--- config.mk ---
export PLATFORM = sky130hd
export DESIGN_NAME = sw_debounce
export DESIGN_NICKNAME = d
export VERILOG_FILES = /design/src/rtl/sw_debounce_bit.sv /design/src/rtl/sw_debounce.sv
export SDC_FILE = /design/constraint.sdc
export NUM_CORES = 1
export LEC_CHECK = 0
export CAP_MARGIN = 30
export CORE_AREA = 2 2 155 157
export CTS_BUF_LIST = sky130_fd_sc_hd__clkbuf_8
export DETAILED_ROUTE_END_ITERATION = 6
export DIE_AREA = 0 0 157 159
export GPL_TIMING_DRIVEN = 0
export PLACE_DENSITY = 0.53
export SYNTH_ARGS = -nofsm -noshare
export SYNTH_HDL_FRONTEND = slang
export SYNTH_SLANG_ARGS = --single-unit
--- constraint.sdc ---
create_clock -name clk -period 10.45 [get_ports clk]
set_clock_uncertainty 0.15 [all_clocks]
set_input_delay 3.135 -clock clk [delete_from_list [all_inputs] [get_ports clk]]
set_output_delay 3.135 -clock clk [all_outputs]
set_load 0.02 [all_outputs]
--- src/rtl/sw_debounce_bit.sv ---
// Purpose: one switch bit -- 2-flop synchroniser, stability counter, filtered level, rise/fall pulses.
// Latency: a clean level set up before edge k shows on db after edge k+1+STABLE_CYCLES; pulses in the same cycle.
// Backpressure: none; free-running filter, every cycle is consumed.
// Ports: clk/rst (async active-high); raw asynchronous level in; db filtered level;
//        rise/fall one-cycle registered pulses; flip is the combinational "db loads on this edge" strobe.
module sw_debounce_bit #(
    parameter int STABLE_CYCLES = 1000000,
    parameter int CNT_W         = $clog2(STABLE_CYCLES + 1)
) (
    input  logic clk,
    input  logic rst,
    input  logic raw,
    output logic db,
    output logic rise,
    output logic fall,
    output logic flip
);

    localparam logic [CNT_W-1:0] CNT_MAX = CNT_W'(STABLE_CYCLES - 1);

    logic             s1;
    logic             s2;
    logic [CNT_W-1:0] cnt;

    // db takes the synchronised value once it has disagreed for STABLE_CYCLES edges in a row.
    assign flip = (s2 != db) && (cnt == CNT_MAX);

    always_ff @(posedge clk or posedge rst) begin
        if (rst) begin
            s1   <= 1'b0;
            s2   <= 1'b0;
            cnt  <= '0;
            db   <= 1'b0;
            rise <= 1'b0;
            fall <= 1'b0;
        end else begin
            s1   <= raw;
            s2   <= s1;
            rise <= flip & s2;
            fall <= flip & ~s2;
            if (s2 == db) begin
                // agreement discards any partial bounce count
                cnt <= '0;
            end else if (flip) begin
                db  <= s2;
                cnt <= '0;
            end else begin
                cnt <= cnt + CNT_W'(1);
            end
        end
    end

endmodule

--- src/rtl/sw_debounce.sv ---
// Purpose: debounce a WIDTH-bit slide-switch bus, bits filtered independently, with per-bit edge pulses.
// Latency: 2 sync + STABLE_CYCLES edges from a clean raw change to sw_db; pulses and sw_changed align with new sw_db.
// Backpressure: none; outputs are levels/pulses consumed by downstream logic every cycle.
// Ports: clk/rst (async active-high); sw_raw asynchronous switch bus; sw_db debounced bus;
//        sw_rise/sw_fall per-bit one-cycle pulses; sw_changed OR of all pulses in the same cycle.
module sw_debounce #(
    parameter int WIDTH         = 8,
    parameter int STABLE_CYCLES = 1000000
) (
    input  logic             clk,
    input  logic             rst,
    input  logic [WIDTH-1:0] sw_raw,
    output logic [WIDTH-1:0] sw_db,
    output logic [WIDTH-1:0] sw_rise,
    output logic [WIDTH-1:0] sw_fall,
    output logic             sw_changed
);

    localparam int CNT_W = $clog2(STABLE_CYCLES + 1);

    logic [WIDTH-1:0] flip;

    for (genvar i = 0; i < WIDTH; i++) begin : g_bit
        sw_debounce_bit #(
            .STABLE_CYCLES (STABLE_CYCLES),
            .CNT_W         (CNT_W)
        ) u_bit (
            .clk  (clk),
            .rst  (rst),
            .raw  (sw_raw[i]),
            .db   (sw_db[i]),
            .rise (sw_rise[i]),
            .fall (sw_fall[i]),
            .flip (flip[i])
        );
    end

    // Registered from the same strobes that load the pulse registers, so it lines up with them.
    always_ff @(posedge clk or posedge rst) begin
        if (rst) begin
            sw_changed <= 1'b0;
        end else begin
            sw_changed <= |flip;
        end
    end

endmodule

==> results.sh, run 1 <==
export IMPL_status="completed"
export IMPL_start_util_pct=39.60
export IMPL_wl_per_cell_microns=12.56
export IMPL_startpoint_type="register"
export IMPL_htreeDepth=2
export IMPL_min_path_type="register to register"
export IMPL_hold_buffers=0
export IMPL_num_rows=56
export IMPL_cts_sinks=201
export IMPL_synth_edff_count=0
export IMPL_power_share_combinational_pct=3.1
export IMPL_wl_microns=16430
export IMPL_fin_crit_ns=4.919
export IMPL_fin_crit_sh_pct=47.07
export IMPL_clk_latency_ns=0.53
export IMPL_p_seq_share_pct=50.1
export IMPL_tightest_slew_ns=0.8235
export IMPL_cts_buffers=37
export IMPL_synth_most_common_cell="nor2_1"
export IMPL_p_clk_share_pct=46.9
export IMPL_dpl_hpwl_microns=10590
export IMPL_viasPerCell=4.641
export IMPL_yosys_warnings=0
export IMPL_ir_drop_uv=129.3
export IMPL_drive_above_1_share_pct=12.03
export IMPL_grt_total_usage_pct=14.16
export IMPL_ant_nets=0
export IMPL_power_mw=1.595
export IMPL_grt_pass1_wl_microns=29350
export IMPL_hold_violations=0
export IMPL_setup_viol=0
export IMPL_die_w_microns=157
export IMPL_holdPathStages=0
export IMPL_fmax_mhz=203.3
export IMPL_cts_setup_buffers=0
export IMPL_antenna_found_initial=0
export IMPL_endpoint_kind="output pin"
export IMPL_critPathTopFamily="buffers and inverters"
export IMPL_async_flop_share_pct=100.0
export IMPL_synth_common_cells="218 x nor2_1, 201 x dfrtp_1, 83 x xor2_1, 69 x xnor2_1, 54 x nand2_1"
export IMPL_power_switching_uw=371.1
export IMPL_cts_tree="built"
export IMPL_nets=980
export IMPL_num_vias=6071
export IMPL_boundaryPins=35
export IMPL_globalplace_congestion=0.7434
export IMPL_io_buffers=34
export IMPL_cts_clk_slew_worst_paths_ns=0.06
export IMPL_ys_seq_area_share_pct=54.77
export IMPL_cp_arrival_ns=1.63
export IMPL_die_h_microns=159
export IMPL_die_area_sq_um=24960
export IMPL_core_sq_um=23190
export IMPL_path_class="register to output pin"
export IMPL_synth_area_sq_um=9184
export IMPL_syn_num_nets=906
export IMPL_grt_pass1_vias=6190
export IMPL_grt_remaining_overflow=0
export IMPL_reg2reg_depth=6
export IMPL_rrSetupSlack_ns=8.38
export IMPL_path_depth=2
export IMPL_cp_slowest_cell="clkdlybuf4s50_1"
export IMPL_avgSynthCellArea_sq_um=10.34
export IMPL_rsz0062_at_grt="false"
export IMPL_drc_errors=0
export IMPL_first_iter_violations=201
export IMPL_path_buf_inv=2
export IMPL_ys_flop_type="dfrtp_1"
export IMPL_critPathMaxStageDelay_ns=0.59
export IMPL_maxCapViolations=0
export IMPL_leakage_nw=4.860
export IMPL_drv_slew=0
export IMPL_powerDensity_nw_per_um2=149.0
export IMPL_relSlewSlack_pct=45.10
export IMPL_crit_required_ns=7.17
export IMPL_grt_max_degree=118
export IMPL_p_int_mw=1.224
export IMPL_synthCells=888
export IMPL_cts_resized=0
export IMPL_swShare_pct=23.26
export IMPL_yosys_top_cells_area="dfrtp_1 55%, nor2_1 8.9%, xor2_1 7.9%, xnor2_1 6.6%, nand3_1 2.7%"
export IMPL_stdcell_area_sq_um=10710
export IMPL_yosysTopAreaCell="dfrtp_1"
export IMPL_place_area_sq_um=9958
export IMPL_ys_seq_elements=201
export IMPL_ys_types=36
export IMPL_root_buffer="clkbuf_8"
export IMPL_synthToLayoutAreaGrowth_pct=16.59
export IMPL_synth_top_area_share_pct=54.77
export IMPL_cp_cell_sequence="buf_4 -> clkdlybuf4s50_1"
export IMPL_diodes=0
export IMPL_crit_fanout=3
export IMPL_clk_path_buf_depth=3
export IMPL_dr_pass1_iters=6
cells in the final DEF (no fill, tap or decap), types with 20 or more instances in the layout:
master           count
inv_1               26
clkbuf_8            45
clkdlybuf4s50_1     34
nand3_1             50
xor2_1              83
xnor2_1             69
nand2_1             54
nor2_1             218
buf_4               26
nor3_1              20
nand4_1             38
dfrtp_1            201
stage by stage:
step	utilization, %	instances	setup TNS (ns)	setup WS, ns	hold slack, ns
6_report	46.17	1308	0	5.531	0.1948
5_1_grt	46.17	1308	0	5.442	0.2053
4_1_cts	46.17	1308	0	5.483	0.1984
3_5_place_dp	42.94	1242	0	5.596	0.1847
3_3_place_gp	42.79	1241	-251.59	-1.266	0.1810
2_1_floorplan	-	888	0	1.683	0.1812
state kept, by name, summed over array words and instances, names as in the netlist:
name              cells
g_bit.u_bit.cnt     160
g_bit.u_bit.db        8
g_bit.u_bit.fall      8
g_bit.u_bit.rise      8
g_bit.u_bit.s1        8
g_bit.u_bit.s2        8
sw_changed            1
metal layers:
metal  up-vias  wire length [microns]  GRT usage (%)
li1       3086                      -              -
met1      2862                   8111          19.63
met2        78                   7252          21.61
met3        45                    615          3.402
met4         0                    445          5.171
met5         -                      0              0
cells by family after synthesis:
| logic type | count (synthesis) | synth area share (%) |
|---|---|---|
| AND/OR/NAND/NOR | 464 | 24.69 |
| AO/OA/AOI/OAI | 7 | 0.7902 |
| multiplexers | 2 | 0.2452 |
| adder cells (fa/ha/maj) | 8 | 1.090 |
| flip-flops | 201 | 54.77 |
| XOR/XNOR | 152 | 14.50 |
| buffers and inverters | 54 | 3.924 |
final cells by class:
cell class | count | area (sq um)
plain buffers | 35 | 289.0
clock buffers | 45 | 619.3
clock inverters | 21 | 130.1
fillers | 2220 | 12480
inverters | 19 | 78.83
multi-input cells | 633 | 3794
flip-flops and latches | 201 | 5030
well taps | 319 | 399.1
repair buffers | 35 | 367.9
path summary, 6_finish.rpt:
path / start / endpoint
max: g_bit[4].u_bit.db / sw_db[4]
min in group asynchronous: rst / g_bit[7].u_bit.cnt[14]
max in group asynchronous: rst / g_bit[4].u_bit.s1
min: g_bit[4].u_bit.s1 / g_bit[4].u_bit.s2
max reg2reg: g_bit[2].u_bit.cnt[0] / sw_changed
min reg2reg: g_bit[4].u_bit.s1 / g_bit[4].u_bit.s2
power by group through the flow:
stage	logic, mW	registers, mW	clock network (mW)
final	0.0487	0.799	0.748
after floorplan	0.0347	0.810	0
after CTS	0.0515	0.798	0.781
after detailed placement	0.0512	0.812	0
after global placement	0.0494	0.812	0
after global routing	0.0570	0.800	0.817
Note: power is estimated with default switching activity, not from simulation.
==> run 2: changes to the inputs <==
PLACE_DENSITY = 0.55   (was 0.53)
clock period = 4.4 ns   (was 10.45 ns; I/O delays follow)
==> run 2 against run 1 <==
Effect of this change:
- sequential cell count unchanged
- highest routed layer unchanged
- register-to-register slack worse by 6.0 ns
- sequential share of layout area down 0.57 points
- via count down 0.44%
- final cell count about the same
- critical path depth unchanged
- critical path type unchanged
==> results.sh, run 2 (synthesized netlist as in run 1, its figures left out) <==
export IMPL_final_common_cell="nor2_1"
export IMPL_diodes=0
export IMPL_num_rows=56
export IMPL_final_cell_mix="218 x nor2_1, 201 x dfrtp_1, 83 x xor2_1"
export IMPL_drc_errors=0
export IMPL_dpl_hpwl_microns=10890
export IMPL_status="completed"
export IMPL_cts_tree="built"
export IMPL_ir_drop_uv=305.9
export IMPL_num_vias=6044
export IMPL_regMostFlops="g_bit.u_bit.cnt"
export IMPL_grt_pass1_vias=6189
export IMPL_grt_total_usage_pct=13.99
export IMPL_synthToLayoutAreaGrowth_pct=18.02
export IMPL_fin_crit_sh_pct=71.01
export IMPL_wl_per_cell_microns=12.48
export IMPL_drive_above_1_share_pct=12.22
export IMPL_htreeDepth=2
export IMPL_finalSetupTns_ns=0
export IMPL_root_buffer="clkbuf_8"
export IMPL_crit_fanout=3
export IMPL_cts_sinks=201
export IMPL_grt_pass1_wl_microns=29310
export IMPL_largest_reg_flops=160
export IMPL_die_h_microns=159
export IMPL_clk_latency_ns=0.52
export IMPL_core_sq_um=23190
export IMPL_power_mw=3.860
export IMPL_finish_utilization_pct=46.74
export IMPL_antenna_found_initial=0
export IMPL_ant_nets=0
export IMPL_die_w_microns=157
export IMPL_relSlewSlack_pct=50.50
export IMPL_cts_buffers=36
export IMPL_hold_buffers=0
export IMPL_tightest_slew_ns=0.7369
export IMPL_globalplace_congestion=0.7278
export IMPL_grt_max_degree=42
export IMPL_die_area_sq_um=24960
export IMPL_grt_remaining_overflow=0
export IMPL_fin_crit_ns=3.124
export IMPL_reg2reg_depth=5
export IMPL_start_util_pct=39.60
export IMPL_nets=984
export IMPL_fillers=2207
export IMPL_setup_viol=0
export IMPL_leakage_nw=4.902
export IMPL_drv_slew=0
export IMPL_path_class="register to output pin"
export IMPL_dr_pass1_iters=4
export IMPL_cts_clk_slew_worst_paths_ns=0.06
export IMPL_hold_violations=0
export IMPL_wl_microns=16330
export IMPL_holdPathStages=0
export IMPL_io_buffers=34
export IMPL_powerDensity_nw_per_um2=356.1
export IMPL_boundaryPins=35
export IMPL_rsz0062_at_grt="false"
export IMPL_startpoint_type="register"
export IMPL_cts_setup_buffers=0
export IMPL_endpoint_kind="output pin"
export IMPL_min_path_type="register to register"
export IMPL_fmax_mhz=320.1
export IMPL_maxCapViolations=0
export IMPL_clk_path_buf_depth=3
export IMPL_first_iter_violations=152
export IMPL_viasPerCell=4.617
export IMPL_cp_arrival_ns=1.65
export IMPL_cts_resized=0
export IMPL_crit_required_ns=2.93
[run 2: per-layer routing]
metal  GRT usage [%]  wire [microns]
met1           19.54            8206
met5               0               0
met4           5.088             371
met3           3.021             604
met2           21.47            7149
[run 2: worst paths after layout]
kind	from	slack (ns)	to
worst max-delay path	g_bit[6].u_bit.db	1.28	sw_db[6]
worst min-delay path	g_bit[4].u_bit.s1	0.19	g_bit[4].u_bit.s2
worst max register to register	g_bit[6].u_bit.cnt[0]	2.35	g_bit[6].u_bit.db
worst min register to register	g_bit[4].u_bit.s1	0.19	g_bit[4].u_bit.s2
max in group asynchronous	rst	1.74	g_bit[3].u_bit.cnt[7]
min in group asynchronous	rst	1.08	g_bit[0].u_bit.s1
[run 2: layout make-up]
cell class                 instances  area (sq um)  share of cell area, %
sequential                       201          5030                  46.40
multi-input combinational        633          3794                  35.00
clock inverter                    14         116.4                  1.074
inverter                          19         75.07                 0.6926
tap                              319         399.1                  3.682
buffer                            35         289.0                  2.667
timing repair buffer              40         475.5                  4.386
clock buffer                      48         660.6                  6.095
[run 2: worst max-delay path, stage by stage (launching register included)]
cell and delay [ns]:
dfrtp_1 0.42, buf_4 0.13, clkdlybuf4s50_1 0.59
[run 2: per-stage QoR]
stage | worst slack, ns | hold WS [ns] | cell area, sq um | cells
3_3_place_gp | -1.413 | 0.1827 | 9927 | 1241
5_1_grt | 1.218 | 0.2005 | 10840 | 1309
4_1_cts | 1.234 | 0.1997 | 10840 | 1309
3_5_place_dp | 1.105 | 0.1865 | 10060 | 1247
6_report | 1.276 | 0.1947 | 10840 | 1309
2_1_floorplan | 0.3277 | 0.1812 | 9188 | 888
[run 2: power breakdown]
| group | total (mW) | switching (mW) | internal (mW) |
|---|---|---|---|
| registers | 1.90 | 0.0217 | 1.88 |
| logic | 0.126 | 0.0780 | 0.0476 |
| clock network | 1.84 | 0.749 | 1.09 |
==> RTL edit, RTL diff (settings of run 1) <==
`STABLE_CYCLES` is set to 1000000 in 2 places; all go to 250000.
--- a/src/rtl/sw_debounce_bit.sv
+++ b/src/rtl/sw_debounce_bit.sv
@@ -4,7 +4,7 @@
 // Ports: clk/rst (async active-high); raw asynchronous level in; db filtered level;
 //        rise/fall one-cycle registered pulses; flip is the combinational "db loads on this edge" strobe.
 module sw_debounce_bit #(
-    parameter int STABLE_CYCLES = 1000000,
+    parameter int STABLE_CYCLES = 250000,
     parameter int CNT_W         = $clog2(STABLE_CYCLES + 1)
 ) (
     input  logic clk,
--- a/src/rtl/sw_debounce.sv
+++ b/src/rtl/sw_debounce.sv
@@ -5,7 +5,7 @@
 //        sw_rise/sw_fall per-bit one-cycle pulses; sw_changed OR of all pulses in the same cycle.
 module sw_debounce #(
     parameter int WIDTH         = 8,
-    parameter int STABLE_CYCLES = 1000000
+    parameter int STABLE_CYCLES = 250000
 ) (
     input  logic             clk,
     input  logic             rst,
Check against the original RTL: no difference found for any inputs over 10 cycles, from zero or initial values and one cycle with rst high; that may be too few to reach the edited logic, so the function may still have changed.
==> RTL edit against run 1 <==
  * Synthesized area fell by 8.1%
  * Sequential share of layout area rose by 1.1 points
  * Final area fell by 10%
  * Core utilization fell by 4.6 points
  * Cell count fell by 8.9%
  * Worst setup slack improved by 0.0090 ns
  * Register-to-register slack got worse by 0.37 ns
  * Sequential cell count fell by 16
  * Routed wire length fell by 6.3%
  * Clock power fell by 33%
  * Total power fell by 19%
  * Count of clock-buffer cells in the layout fell by 28
  * First-iteration DRC count rose by 50%
  * Combinational power fell by 7.2%
  * Largest cell class unchanged
  * Largest power group unchanged
==> RTL edit: results (changes against run 1) <==
Status
  – Status: finished, final reports clean

Final layout
  – Share of cells above drive strength 1: 9.75% (-2.3 points)
  – Nets@finish: 877 (-11%)
  – # diodes: 0 (unchanged)
  – Top reg by flops: g_bit.u_bit.cnt
  – Max FFs per register: 144 (-10%)

Clock network
  – CTS Buf Count: 17 (-54%)
  – Max clock buf depth: 2 (-1)
  – Htree depth: 4 (+2)
  – Clk pin slew, worst setup/hold paths: 0.11 ns (+0.05 ns)
  – Worst-skew pair later-pin latency: 0.47 ns (-0.06 ns)
  – Post-cts resize count: 0 (unchanged)
  – Root Buffer: clkbuf_8
  – Setup Buffers After CTS: 0 (unchanged)

Synthesis
  – Synth warn: 0 (unchanged)
  – Post-synth ARST share: 100% (unchanged)
  – Syn Nets: 822 (-9.3%)
  – Syn_area_per_cell: 10.5 um^2 (+1.5%)
  – Distinct cell type count after synthesis: 40 (+11%)
  – Largest cells by area after synthesis: dfrtp_1 55%, xor2_1 8.0%, nor2_1 7.4%, xnor2_1 5.7%, nand3_1 2.9%
  – Top FF cell, synth: dfrtp_1
  – Synth top cells by count: 185 x dfrtp_1, 166 x nor2_1, 77 x xor2_1
  – Sequential area share after synthesis: 54.8% (+0.071 points)

Power
  – Sw frac: 24.9% (+1.6 points)
  – Leak: 4.20 nW (-14%)
  – VDD IR-drop max: 0.0673 mV (-48%)
  – Pwr Total: 0.00128 W (-19%)

Global routing
  – Vias in the first global route: 5550 (-10%)
  – Largest net degree at the start of global routing: 128 (+8.5%)
  – Met3 usage: 3.18% (-0.22 points)
  – Antenna violations before repair: 0 (unchanged)
  – Wire length of the first global-routing pass: 26900 um (-8.5%)
  – Total GRT Usage: 13.3% (-0.89 points)
  – Grt met2 use: 19.8% (-1.8 points)
  – Met1 Use GR: 19.1% (-0.55 points)

Critical path
  – Worst-path fanout max: 3 (unchanged)
  – Critical path startpoint: g_bit[0].u_bit.db
  – Reg-to-reg startpoint: g_bit[1].u_bit.cnt[0]

Drt
  – Final ANT Viol Nets: 0 (unchanged)
  – DRT Pass-1 Iters: 4 (-2)
  – Via Count: 5527 (-9.0%)
  – Drt wl/cell: 12.9 um (+2.9%)
  – Initial DRC count: 302 (+50%)
  – Vias/cell: 4.64 (about the same)

Place
  – Placed inst area: 9220 um^2 (-7.5%)
  – HPWL Detailed: 10400 um (-1.5%)
  – GP Congestion: 0.744 (about the same)
  – Port Buffer Count: 34 (unchanged)
  – Placed insts: 1158 (-6.8%)

Worst hold path
  – Worst Hold Class: reg2reg
  – Min-delay src: g_bit[2].u_bit.s1

STA
  – Transition time of the tightest slew-check pin: 0.848 ns (+0.0247 ns)
RTL edit: changes by cell type in the layout (fill, tap and decap cells not counted), moves of 7 or more:
cell	before	now
nor2_1	218	166
nor3_1	20	12
xnor2_1	69	55
nor4_1	9	16
clkbuf_8	45	17
nor4b_1	1	9
clkinv_2	9	1
nand4_1	38	25
dfrtp_1	201	185
and4_1	8	20
inv_1	26	9
RTL edit: cell families after synthesis:
family          after synthesis  share of synthesized area (%)
fa+ha+maj                     8                           1.19
simple gates                410                           24.3
mux                           7                          0.934
xor+xnor                    132                           13.7
compound gates               14                           1.39
flops                       185                           54.8
buf+inv                      48                           3.65
RTL edit: power groups by stage:
| stage | clock network [W] | logic [W] | registers, W |
|---|---|---|---|
| 2_1_floorplan | 0 | 0.0000326 | 0.000747 |
| 3_3_place_gp | 0 | 0.0000458 | 0.000750 |
| 3_5_place_dp | 0 | 0.0000476 | 0.000750 |
| 4_1_cts | 0.000528 | 0.0000479 | 0.000736 |
| 5_1_grt | 0.000559 | 0.0000539 | 0.000738 |
| 6_report | 0.000504 | 0.0000452 | 0.000735 |
RTL edit: per-stage QoR:
step	worst slack (ns)	hold WS, ns
floorplan	2.14	0.181
CTS	5.47	0.209
global route	5.46	0.215
global placement	-0.585	0.185
detailed placement	5.69	0.185
finish	5.54	0.206
RTL edit: cell type report:
class | count | area [um^2]
buffer | 38 | 270
inverter | 10 | 45.0
sequential | 185 | 4630
tap | 319 | 399
clock buffer | 17 | 234
clock inverter | 15 | 180
multi-input combinational | 571 | 3500
timing repair buffer | 36 | 373
fill | 2244 | 13600
RTL edit: path summary, 6_finish.rpt:
| check | cells after the start | to | slack, ns |
|---|---|---|---|
| max in group asynchronous | 3 | g_bit[3].u_bit.db | 6.23 |
| hold reg to reg | 0 | g_bit[2].u_bit.s2 | 0.21 |
| min in group asynchronous | 2 | g_bit[5].u_bit.cnt[1] | 2.93 |
| setup reg to reg | 6 | g_bit[1].u_bit.cnt[1] | 8.01 |
| setup / recovery | 2 | sw_db[0] | 5.54 |
| hold / removal | 0 | g_bit[2].u_bit.s2 | 0.21 |
RTL edit: worst max-delay path: stages (launching register included):
cell             delay, ns
dfrtp_1               0.44
buf_4                 0.13
clkdlybuf4s50_1       0.59
RTL edit: layer usage:
layer,routed length [um],up-vias
met5,0,-
met2,6790,67
met3,393,12
met4,217,0
met1,7990,2644
li1,-,2804
